==> config.mk <==
export PLATFORM = sky130hd
export DESIGN_NAME = periph_sqrt_fx
export DESIGN_NICKNAME = d
export VERILOG_FILES = /design/src/rtl/periph_sqrt_fx_pkg.sv /design/src/rtl/periph_sqrt_fx_core.sv /design/src/rtl/periph_sqrt_fx.sv
export SDC_FILE = /design/constraint.sdc
export NUM_CORES = 1
export LEC_CHECK = 0
export ABC_AREA = 1
export CAP_MARGIN = 20
export CORE_MARGIN = 2
export CORE_UTILIZATION = 40
export CTS_CLUSTER_DIAMETER = 150
export DETAILED_ROUTE_END_ITERATION = 8
export DONT_BUFFER_PORTS = 1
export SLEW_MARGIN = 20
export SYNTH_ARGS = -nofsm -noshare
export SYNTH_HDL_FRONTEND = slang
export SYNTH_SLANG_ARGS = --single-unit
==> constraint.sdc <==
create_clock -name clk -period 4.25 [get_ports clk]
set_input_delay 0.85 -clock clk [delete_from_list [all_inputs] [get_ports clk]]
set_output_delay 0.85 -clock clk [all_outputs]
set_load 0.05 [all_outputs]
==> src/rtl/periph_sqrt_fx_pkg.sv <==
// periph_sqrt_fx_pkg: register offsets, status bit indices and FSM encoding
package periph_sqrt_fx_pkg;
   localparam logic [2:0] REG_OPERAND = 3'd0;
   localparam logic [2:0] REG_RESULT  = 3'd1;
   localparam logic [2:0] REG_STATUS  = 3'd2;
   localparam logic [2:0] REG_CTRL    = 3'd3;
   localparam int ST_BUSY = 0;
   localparam int ST_DONE = 1;
   localparam int ST_OVR  = 2;
   typedef enum logic [1:0] {S_IDLE, S_CALC, S_DONE} state_t;
endpackage

==> src/rtl/periph_sqrt_fx_core.sv <==
// sqrt_iter_core: restoring bit-pair square root, one result bit per clock, MSB first
module sqrt_iter_core
   import periph_sqrt_fx_pkg::*;
#(
   parameter int DATA_W = 16,
   parameter int FRAC_W = 4,
   localparam int RES_W = DATA_W/2 + FRAC_W
) (
   input  logic              clk,
   input  logic              reset,
   input  logic              start_i,
   input  logic [DATA_W-1:0] operand_i,
   output logic              busy_o,
   output logic              valid_o,
   output logic [RES_W-1:0]  root_o
);
   state_t             state_q;
   logic               busy_q, valid_q, ge;
   logic [2*RES_W-1:0] rad_q;
   logic [RES_W+1:0]   rem_q, rem_t, trial, rem_d;
   logic [RES_W-1:0]   root_q, root_d;
   logic [5:0]         cnt_q;
   // remainder gets the next radicand bit pair; compare against 4*root+1
   assign rem_t  = (rem_q << 2) | (RES_W+2)'(rad_q[2*RES_W-1 -: 2]);
   assign trial  = {root_q, 2'b01};
   assign ge     = rem_t >= trial;
   assign rem_d  = ge ? rem_t - trial : rem_t;
   assign root_d = (root_q << 1) | RES_W'(ge);
   assign busy_o  = busy_q;
   assign valid_o = valid_q;
   assign root_o  = root_q;
   // IDLE -> CALC (RES_W iterations) -> DONE (one cycle, valid pulse) -> IDLE
   always_ff @(posedge clk or posedge reset) begin
      if (reset) begin
         state_q <= S_IDLE;
         busy_q  <= 1'b0;
         valid_q <= 1'b0;
         rad_q   <= '0;
         rem_q   <= '0;
         root_q  <= '0;
         cnt_q   <= '0;
      end else begin
         case (state_q)
            S_IDLE: if (start_i) begin
               rad_q   <= (2*RES_W)'(operand_i) << (2*FRAC_W);
               rem_q   <= '0;
               root_q  <= '0;
               cnt_q   <= '0;
               busy_q  <= 1'b1;
               state_q <= S_CALC;
            end
            S_CALC: begin
               rad_q  <= rad_q << 2;
               rem_q  <= rem_d;
               root_q <= root_d;
               cnt_q  <= cnt_q + 6'd1;
               if (cnt_q == 6'(RES_W-1)) begin
                  state_q <= S_DONE;
                  valid_q <= 1'b1;
               end
            end
            S_DONE: begin
               state_q <= S_IDLE;
               valid_q <= 1'b0;
               busy_q  <= 1'b0;
               cnt_q   <= '0;
            end
            default: state_q <= S_IDLE;
         endcase
      end
   end
endmodule

==> src/rtl/periph_sqrt_fx.sv <==
// periph_sqrt_fx: memory-mapped fixed-point square-root peripheral with status and irq
module periph_sqrt_fx
   import periph_sqrt_fx_pkg::*;
#(
   parameter int DATA_W = 16,
   parameter int FRAC_W = 4,
   localparam int RES_W = DATA_W/2 + FRAC_W
) (
   input  logic        clk,
   input  logic        reset,
   input  logic        cs_i,
   input  logic [4:0]  addr_i,
   input  logic        rd_i,
   input  logic        wr_i,
   input  logic [31:0] d_in_i,
   output logic [31:0] d_out_o,
   output logic        irq_o
);
   logic [2:0]        sel;
   logic              wr_op, wr_st, wr_ctl, start, busy, valid;
   logic              done_q, ovr_q, irq_en_q;
   logic [RES_W-1:0]  root, result_q;
   logic [DATA_W-1:0] operand_q;
   logic [31:0]       status, rdata, d_out_q;
   logic              unused_bits;
   assign sel         = addr_i[4:2];
   assign wr_op       = cs_i & wr_i & (sel == REG_OPERAND);
   assign wr_st       = cs_i & wr_i & (sel == REG_STATUS);
   assign wr_ctl      = cs_i & wr_i & (sel == REG_CTRL);
   assign start       = wr_op & ~busy;
   assign irq_o       = done_q & irq_en_q;
   assign d_out_o     = d_out_q;
   assign unused_bits = ^{addr_i[1:0], d_in_i[31:DATA_W]};
   sqrt_iter_core #(.DATA_W(DATA_W), .FRAC_W(FRAC_W)) u_core (
      .clk       (clk),
      .reset     (reset),
      .start_i   (start),
      .operand_i (d_in_i[DATA_W-1:0]),
      .busy_o    (busy),
      .valid_o   (valid),
      .root_o    (root)
   );
   // read mux over the register map; unmapped offsets read zero
   always_comb begin
      status         = '0;
      status[ST_BUSY] = busy;
      status[ST_DONE] = done_q;
      status[ST_OVR]  = ovr_q;
      rdata = (sel == REG_OPERAND) ? 32'(operand_q) :
              (sel == REG_RESULT)  ? 32'(result_q)  :
              (sel == REG_STATUS)  ? status         :
              (sel == REG_CTRL)    ? {31'b0, irq_en_q} : 32'b0;
   end
   // register file; completion sets done even when a W1C lands on the same edge
   always_ff @(posedge clk or posedge reset) begin
      if (reset) begin
         operand_q <= '0;
         result_q  <= '0;
         done_q    <= 1'b0;
         ovr_q     <= 1'b0;
         irq_en_q  <= 1'b0;
         d_out_q   <= '0;
      end else begin
         if (start) operand_q <= d_in_i[DATA_W-1:0];
         if (valid) result_q <= root;
         done_q <= valid | (done_q & ~start & ~(wr_st & d_in_i[ST_DONE]));
         ovr_q  <= (wr_op & busy) | (ovr_q & ~(wr_st & d_in_i[ST_OVR]));
         if (wr_ctl) irq_en_q <= d_in_i[0];
         if (cs_i & rd_i) d_out_q <= rdata;
      end
   end
endmodule
==> flow_metrics.env <==
export IMPL_status="finished clean"
export IMPL_cts_buffer_depth=2
export IMPL_cts_setup_buffers=0
export IMPL_grt_antenna_before_repair=0
export IMPL_synthArstFlopShare_pct=100.0
export IMPL_rsz0062_at_grt="no"
export IMPL_mostFrequentLayoutCells="nand2_1 (214), dfrtp_1 (97), inv_1 (91)"
export IMPL_netlist_instances=659
export IMPL_htree_num_levels=3
export IMPL_relSlewSlack_pct=44.53
export IMPL_num_nets_final=709
export IMPL_pwr_share_seq_pct=35.1
export IMPL_grt_util_all_layers_pct=17.71
export IMPL_grt_max_degree=53
export IMPL_maxCapViolCount=0
export IMPL_dp_slack_ns=1.705
export IMPL_drt_initial_drc_count=285
export IMPL_crit_arrival_ns=2.78
export IMPL_period_share_pct=59.83
export IMPL_ios=75
export IMPL_p_int_uw=2355
export IMPL_layout_commonest_cell="nand2_1"
export IMPL_yosysUniqueCellTypes=35
export IMPL_worstSetupPathType="flop to flop"
export IMPL_cp_required_ns=4.48
export IMPL_avgViaCountPerCell=4.929
export IMPL_drive_above_1_share_pct=4.414
export IMPL_std_cell_rows=41
export IMPL_reg2reg_to="u_core.rem_q[10]"
export IMPL_cp_start_kind="flop"
export IMPL_clock_skew_ns=0.007894
export IMPL_synth_ff_type="dfrtp_1"
export IMPL_wl_per_cell_microns=13.77
export IMPL_ys_seq_area_share_pct=47.44
export IMPL_die_area_sq_um=13710
export IMPL_ff_latch_area_sq_um=2427
export IMPL_rrSetupSlack_ns=1.71
export IMPL_cts_tree="yes"
export IMPL_holdPathStages=2
export IMPL_clkSinkCount=97
export IMPL_insertion_delay_ns=0.34
export IMPL_routabilityCongestion=0.8305
export IMPL_hold_viol=0
export IMPL_slew_violations=0
export IMPL_fin_ws_ns=1.707
export IMPL_grt_pass1_wl_mm=18.95
export IMPL_max_freq_ghz=0.3933
export IMPL_powerDensity_nw_per_um2=790.4
export IMPL_synth_warnings=0
export IMPL_port_buffer_count=0
export IMPL_initial_core_util_pct=40.71
export IMPL_setup_viol=0
export IMPL_tightest_slew_ns=0.8312
export IMPL_vias=4086
export IMPL_area_delta_synth_final_pct=6.994
export IMPL_switching_share_pct=45.57
export IMPL_whs_endpoint="operand_q[11]"
export IMPL_core_sq_um=12570
export IMPL_dp_hpwl_mm=8.449
export IMPL_firstDrtPassIters=5
export IMPL_pwr_share_clk_pct=17.8
export IMPL_critPathCaptureType="flop"
export IMPL_ys_ff_latch=97
export IMPL_routed_wl_mm=11.42
export IMPL_grt_overflow_total=0
export IMPL_route_detailed_drc=0
export IMPL_synth_area_per_cell_sq_um=7.764
export IMPL_multiInputGateArea_sq_um=2157
export IMPL_p_sw_uw=1972
export IMPL_synth_edf_count=0
export IMPL_reg2reg_from="u_core.root_o[7]"
export IMPL_worstHoldStart="operand_q[11]"
export IMPL_cts_resized=0
export IMPL_min_path_type="flop to flop"
export IMPL_cts_hold_fix_buffers=0
export IMPL_p_leak_uw=0.002768
export IMPL_critical_path_peak_fanout=13
export IMPL_ctsRootBufferMaster="clkbuf_16"
export IMPL_vdd_drop_max_uv=242.3
export IMPL_clk_pin_slew_worst_paths_ns=0.07
export IMPL_die_w_microns=117.1
export IMPL_fin_crit_ns=2.543
export IMPL_ff2ff_path_depth=12
export IMPL_detail_route_antenna_nets=0
export IMPL_cts_made_buffers=9
export IMPL_antennaDiodeCount=0
export IMPL_p_comb_share_pct=47.2
export IMPL_synth_cell_area_sq_um=5116
export IMPL_fill_cells=1289
export IMPL_setup_tns_ns=0
export IMPL_grt_pass1_vias=3884
export IMPL_die_y_microns=117.1
Yosys cell counts, drive strengths merged, types with 5 or more instances:
cell type    n  area share [%]
clkbuf      10            0.73
o22ai       15             1.8
buf         27             3.8
inv         93             6.8
o21ai       39             4.0
o211ai      14             2.1
nand4       13             1.6
nor2        49             3.7
nand2      216              16
dfrtp       97              47
nand3       32             3.2
ha          15             3.7
a21oi       19             1.9
xor2         5            0.86
through the flow:
| step | utilization [%] | power, uW | hold slack (ns) | instance area, sq um | instances |
|---|---|---|---|---|---|
| floorplan | - | 3163 | 0.4422 | 5172 | 674 |
| global placement | 41.29 | 3503 | 0.4562 | 5190 | 813 |
| detailed placement | 41.29 | 3577 | 0.4603 | 5190 | 813 |
| CTS | 43.55 | 4362 | 0.4754 | 5474 | 829 |
| global route | 43.55 | 4768 | 0.5003 | 5474 | 829 |
| finish | 43.55 | 4327 | 0.4736 | 5474 | 829 |
registers in the layout (all words and copies together) (netlist names), 2 cells and up:
| register | flops |
|---|---|
| u_core.cnt_q | 6 |
| u_core.root_o | 12 |
| d_out_o | 16 |
| u_core.rad_q | 16 |
| u_core.state_q | 2 |
| u_core.rem_q | 12 |
| operand_q | 16 |
| result_q | 12 |
worst max-delay path: stages (launching register included):
cell	delay [ns]
dfrtp_1	0.39
inv_1	0.14
ha_1	0.31
nand2_1	0.13
inv_1	0.04
nand2_1	0.06
nand2_1	0.07
a21oi_2	0.42
nand3_2	0.38
nand2_1	0.31
nand2_1	0.08
nand2_1	0.07
nand2_1	0.05
per-layer routing:
metal | GRT usage [%] | vias up | part of all wire (%)
li1 | - | 2051 | -
met5 | 0 | - | 0
met4 | 4.706 | 0 | 0.67
met2 | 27.82 | 88 | 47
met1 | 25.19 | 1939 | 47
met3 | 3.450 | 8 | 5.3
cell families (layout without fill, tap and decap cells):
kind of cell               count (synthesis)  count (layout)  synth area share [%]
AOI/OAI and AO/OA                         93              93                 10.81
xor gates and xnor gates                   6               6                 1.027
buffers and inverters                    131             114                 11.54
other                                      1              16               0.07330
and+or+nand+nor                          316             316                 25.43
DFF                                       97              97                 47.44
adders and majority gates                 15              15                 3.668
worst max-delay path by stage:
stage,slack [ns],cells past startpoint,startpoint,to
floorplan,0.87,1,reset,d_out_o[0]
global placement,1.75,12,u_core.root_o[7],u_core.rem_q[9]
CTS,1.70,12,u_core.root_o[7],u_core.rem_q[9]
global route,1.47,12,u_core.root_o[7],u_core.rem_q[11]
finish,1.71,12,u_core.root_o[7],u_core.rem_q[10]
detailed placement,1.70,12,u_core.root_o[7],u_core.rem_q[11]
cell type report:
cell class | instances | area share (%)
inverter | 94 | 6.583
tap | 172 | 3.931
sequential | 97 | 44.34
multi-input combinational | 446 | 39.41
clock inverter | 3 | 0.4343
timing repair buffer | 4 | 0.5486
clock buffer | 13 | 4.754
power by group through the flow:
stage / registers [uW] / clock network [uW] / logic (uW)
after floorplan: 1460 / 0 / 1700
after global placement: 1520 / 0 / 1980
after detailed placement: 1540 / 0 / 2040
after CTS: 1520 / 791 / 2050
after global routing: 1560 / 832 / 2380
final: 1520 / 769 / 2040
No activity file was read; power rests on OpenSTA's default activity.
